File: src/rtl/dmem_arbiter.sv
// dmem_arbiter: round-robin arbiter and access sequencer sharing the single
// data-memory port between the CPU load/store unit (port 0) and a DMA/debug
// requester (port 1). Each access holds the strobes for WAIT_CYCLES+1 cycles
// and finishes with a one-cycle acknowledge to the port that was granted.
module dmem_arbiter #(
  parameter int unsigned WAIT_CYCLES = 1  // extra strobe cycles, 0..15
) (
  input  logic        clk,
  input  logic        rst,
  // port 0: CPU load/store unit
  input  logic        p0_req_i,
  input  logic        p0_we_i,
  input  logic [15:0] p0_addr_i,
  input  logic [15:0] p0_wdata_i,
  output logic        p0_ack_o,
  output logic [15:0] p0_rdata_o,
  // port 1: DMA/debug requester
  input  logic        p1_req_i,
  input  logic        p1_we_i,
  input  logic [15:0] p1_addr_i,
  input  logic [15:0] p1_wdata_i,
  output logic        p1_ack_o,
  output logic [15:0] p1_rdata_o,
  // data memory port
  output logic [15:0] mem_addr_o,
  output logic [15:0] mem_wdata_o,
  output logic        mem_rd_o,
  output logic        mem_wr_o,
  input  logic [15:0] mem_rdata_i,
  output logic        busy_o
);

  typedef enum logic [1:0] {
    ST_IDLE   = 2'd0,
    ST_ACCESS = 2'd1,
    ST_DONE   = 2'd2
  } state_e;

  localparam logic [3:0] WAIT_INIT = 4'(WAIT_CYCLES);

  state_e      state_q, state_d;
  logic [3:0]  cnt_q, cnt_d;        // remaining extra strobe cycles
  logic        port_q, port_d;      // port owning the current access
  logic        last_q, last_d;      // port granted most recently
  logic        we_q, we_d;
  logic [15:0] addr_q, addr_d;      // drives mem_addr_o directly
  logic [15:0] wdata_q, wdata_d;    // drives mem_wdata_o directly
  logic        rd_q, rd_d;
  logic        wr_q, wr_d;
  logic        ack0_q, ack0_d;
  logic        ack1_q, ack1_d;
  logic [15:0] rdata0_q, rdata0_d;
  logic [15:0] rdata1_q, rdata1_d;
  logic        grant;

  // State register and all registered outputs; rst clears everything and
  // leaves last-grant at 1 so port 0 wins the first tie.
  // NOTE: sequential state uses non-blocking assignments so every register
  // samples the pre-edge value of its inputs, independent of statement order.
  always_ff @(posedge clk) begin
    if (rst) begin
      state_q  <= ST_IDLE;
      cnt_q    <= 4'd0;
      port_q   <= 1'b0;
      last_q   <= 1'b1;
      we_q     <= 1'b0;
      addr_q   <= 16'h0000;
      wdata_q  <= 16'h0000;
      rd_q     <= 1'b0;
      wr_q     <= 1'b0;
      ack0_q   <= 1'b0;
      ack1_q   <= 1'b0;
      rdata0_q <= 16'h0000;
      rdata1_q <= 16'h0000;
    end else begin
      state_q  <= state_d;
      cnt_q    <= cnt_d;
      port_q   <= port_d;
      last_q   <= last_d;
      we_q     <= we_d;
      addr_q   <= addr_d;
      wdata_q  <= wdata_d;
      rd_q     <= rd_d;
      wr_q     <= wr_d;
      ack0_q   <= ack0_d;
      ack1_q   <= ack1_d;
      rdata0_q <= rdata0_d;
      rdata1_q <= rdata1_d;
    end
  end

  // Next-state, arbitration and next-output logic.
  // NOTE: every variable gets a default before the case statement; a path
  // that leaves one unassigned would otherwise infer a latch.
  always_comb begin
    state_d  = state_q;
    cnt_d    = cnt_q;
    port_d   = port_q;
    last_d   = last_q;
    we_d     = we_q;
    addr_d   = addr_q;
    wdata_d  = wdata_q;
    rdata0_d = rdata0_q;
    rdata1_d = rdata1_q;
    rd_d     = 1'b0;
    wr_d     = 1'b0;
    ack0_d   = 1'b0;
    ack1_d   = 1'b0;
    grant    = 1'b0;

    case (state_q)
      ST_IDLE: begin
        // A lone requester wins; on a tie the port not granted last wins.
        grant = (p0_req_i && p1_req_i) ? ~last_q : p1_req_i;
        if (p0_req_i || p1_req_i) begin
          port_d  = grant;
          last_d  = grant;
          we_d    = grant ? p1_we_i    : p0_we_i;
          addr_d  = grant ? p1_addr_i  : p0_addr_i;
          wdata_d = grant ? p1_wdata_i : p0_wdata_i;
          cnt_d   = WAIT_INIT;
          rd_d    = ~we_d;
          wr_d    = we_d;
          state_d = ST_ACCESS;
        end
      end

      ST_ACCESS: begin
        if (cnt_q == 4'd0) begin
          // Last strobe cycle: mem_rdata_i is valid now, capture it.
          if (!we_q) begin
            if (port_q) rdata1_d = mem_rdata_i;
            else        rdata0_d = mem_rdata_i;
          end
          ack0_d  = ~port_q;
          ack1_d  = port_q;
          state_d = ST_DONE;
        end else begin
          cnt_d = cnt_q - 4'd1;
          rd_d  = ~we_q;
          wr_d  = we_q;
        end
      end

      ST_DONE: begin
        state_d = ST_IDLE;
      end

      default: begin
        state_d = ST_IDLE;
      end
    endcase
  end

  assign mem_addr_o  = addr_q;
  assign mem_wdata_o = wdata_q;
  assign mem_rd_o    = rd_q;
  assign mem_wr_o    = wr_q;
  assign p0_ack_o    = ack0_q;
  assign p1_ack_o    = ack1_q;
  assign p0_rdata_o  = rdata0_q;
  assign p1_rdata_o  = rdata1_q;
  assign busy_o      = (state_q != ST_IDLE);

endmodule

File: config.mk
export PLATFORM = sky130hd
export DESIGN_NAME = dmem_arbiter
export DESIGN_NICKNAME = d
export VERILOG_FILES = /design/src/rtl/dmem_arbiter.sv
export SDC_FILE = /design/constraint.sdc
export NUM_CORES = 1
export LEC_CHECK = 0
export ABC_AREA = 1
export CAP_MARGIN = 20
export CELL_PAD_IN_SITES_DETAIL_PLACEMENT = 0
export CELL_PAD_IN_SITES_GLOBAL_PLACEMENT = 1
export CORE_MARGIN = 2
export CORE_UTILIZATION = 27
export DETAILED_ROUTE_END_ITERATION = 10
export PLACE_DENSITY_LB_ADDON = 0.08
export RECOVER_POWER = 50
export SLEW_MARGIN = 20
export SYNTH_ARGS = -nofsm -noshare
export SYNTH_HDL_FRONTEND = slang
export SYNTH_SLANG_ARGS = --single-unit
File: constraint.sdc
create_clock -name clk -period 1.7 [get_ports clk]
set_clock_uncertainty 0.2 [all_clocks]
set_input_delay 0.255 -clock clk [delete_from_list [all_inputs] [get_ports clk]]
set_output_delay 0.255 -clock clk [all_outputs]
set_load 0.01 [all_outputs]
==> results.md <==
* Reg clk slew, reported paths at 0.06 ns
* Max Fanout on Critical Path at 2
* Synth Instances at roughly 390
* Fill count at roughly 1,100
* Number of I/O port buffers at 154
* #FFs+latches synth at just under 80
* DP Wirelength at roughly 7.2 mm
* Layout cell share with drive strength beyond 1 at a little over a tenth
* Clk sinks at between 70 and 80
* Clock buffer depth at 2
* Total grt overflow at 0
* Status: complete, no violations
* CTS Buf Count at 9
* Setup crit start kind: flop
* Vias in the first global route at approximately 3,200
* Area Overhead vs Synth at 67.7%
* Worst path arrival time at ~1.2 ns
* Final setup vio count at 0
* # DRC at 0
* Static Leak at 2.01 nW
* GPL Wtd Cong at around 0.76
* Total Wirelength at approximately 9.5 mm
* Slowest stage delay, CP at ~0.54 ns
* Pwr dens at 1080 nW/um^2
* Total GRT Usage at 15.7%
* Seq/Total Area, Yosys at between 50% and 60%
* Antenna violations before repair at 0
* Buf/Inv on CP at 1
* Final layout net count at about 650
* Antenna-violating nets left at 0
* Power Total at around 5.6 mW
* First-pass GRT wire length at ~16 mm
* Post-synth cell types at 25
* Placement Cell Area at just under 5000 um^2
* Critical path class: reg -> out
* Initial DRC count at 80
* Cell Area, Synth at roughly 3000 um^2
* Fin crit share at between 90% and 100%
* Antenna cell count at 0
* Drt first pass iters at 4
* Most common cell after layout, fill and taps aside: clkdlybuf4s50_1
* Via count at ~3,200
* Starting Density at 27.9%
* Final instance area at around 5000 um^2
* Slew Limit Fails at 0
* Synth Area per Inst at roughly 7.9 um^2
* Top-Level Pins at roughly 160
* Commonest cells after routing, fill and taps aside: clkdlybuf4s50_1 (104), dfxtp_1 (75), nor2_1 (68)
* # rows at 38
* CTS tree: done
* Die footprint at 12,200 um^2
* Wire per inst at between 10 and 15 um
* Non-filler cells in the finished layout at 703
* Max Freq at 601 MHz
* Worst-margin pin slew at 0.337 ns
* Relative slew slack at between 70% and 80%
* H-Tree Depth at 3
* Largest net degree at the start of global routing at 23
* Core area at around 11,000 um^2
* VDD IR max at 463 uV
* CP endpoint kind: primary output
* Syn. warnings at 0
* Cell family with most CP delay: buffers and inverters
* Drt via density at 4.51
* Max cap viols at 0
* Fin. Hold Viols at 0
* Hold Crit Class: reg -> reg
* Die Ht at between 100 and 150 um
* Crit-path cells: clkdlybuf4s50_1
* Cell count after placement at a little under 700
* Worst path required time at 1.24 ns
* Min cycle time layout at around 1.7 ns
* Worst skew pair latency at ~0.33 ns
* Die width at roughly 110 um
* Root buffer cell: clkbuf_16
* Slowest CP cell: clkdlybuf4s50_1
* Synth Net Count at 477
[cell usage after synthesis]
library cell   n  area, um^2
nand2_2        2        12.5
nor2_1        68         255
a21oi_1        7        35.0
nand2_4        1        11.3
dfxtp_1       77        1540
nor2_4         3        33.8
o21ai_0       37         185
buf_4          3        22.5
o21ai_4        1        16.3
nor2_8         2        40.0
inv_1         10        37.5
nand2_1       45         169
ha_1           2        25.0
o22ai_1        1        6.26
nor3_1        33         165
clkbuf_1       8        30.0
buf_2         10        50.1
inv_2          4        15.0
o21ai_1       60         300
nand3_1        8        40.0
buf_6          2        22.5
or2_1          1        6.26
nand3_4        2        35.0
nor2_2         1        6.26
or2_2          1        6.26
[metal layers]
| layer | share of wire, % | GRT usage (%) | up-vias |
|---|---|---|---|
| met5 | 0 | 0 | - |
| met4 | 1.2 | 4.75 | 0 |
| met3 | 8.9 | 6.64 | 10 |
| met2 | 46 | 25.0 | 104 |
| met1 | 44 | 19.3 | 1410 |
| li1 | - | - | 1648 |
[registers in the layout, summed over array words and instances (netlist names)]
signal / cells
p1_ack_o: 1
mem_rd_o: 1
mem_addr_o: 16
state_q: 2
p0_ack_o: 1
cnt_q: 4
port_q: 1
p0_rdata_o: 16
we_q: 1
mem_wr_o: 1
last_q: 1
p1_rdata_o: 16
mem_wdata_o: 16
[where the power goes]
part           total [mW]  internal, mW  switching [mW]
Clock                1.89          1.13           0.755
Combinational        1.51         0.757           0.748
Sequential           2.16          2.03           0.125
Total                5.55          3.92            1.63
[worst paths after layout]
path / startpoint / cells past startpoint / slack (ns) / to
max: p1_rdata_o[10] / 1 / 0.04 / p1_rdata_o[10]
min: mem_wdata_o[12] / 2 / 0.25 / mem_wdata_o[12]
max reg2reg: cnt_q[0] / 6 / 0.11 / p1_rdata_o[10]
min reg2reg: mem_wdata_o[12] / 2 / 0.25 / mem_wdata_o[12]
[metrics by stage]
step / hold WS, ns / TNS [ns] / utilization, % / setup WS [ns]
finish: 0.252 / 0 / 46.8 / 0.0352
global route: 0.270 / -0.00386 / 46.8 / -0.00386
CTS: 0.256 / 0 / 47.5 / 0.000550
detailed placement: 0.248 / -4.12 / 44.8 / -0.141
global placement: 0.240 / -2.94 / 44.8 / -0.0921
floorplan: 0.197 / 0 / - / 0.172
[cells by family after synthesis]
logic type	after synthesis	synth area share (%)
flops	77	50.2
simple gates	167	25.4
compound gates	106	17.7
fa+ha+maj	2	0.816
buf+inv	37	5.79
[area by class of cell]
cell class | instances | area [um^2] | area share, %
well taps | 140 | 175 | 3.41
flip-flops and latches | 77 | 1540 | 30.0
repair buffers | 181 | 1740 | 33.7
multi-input cells | 275 | 1340 | 26.1
inverters | 14 | 52.6 | 1.02
clock buffers | 10 | 229 | 4.45
clock inverters | 6 | 63.8 | 1.24
[timing repair]
item,in CTS,in global routing
pin swaps,0,0
gates resized for setup,8,46
setup endpoints to repair,5,61
hold buffers,0,0
setup buffers,0,0
(Power assumes the default switching activity.)
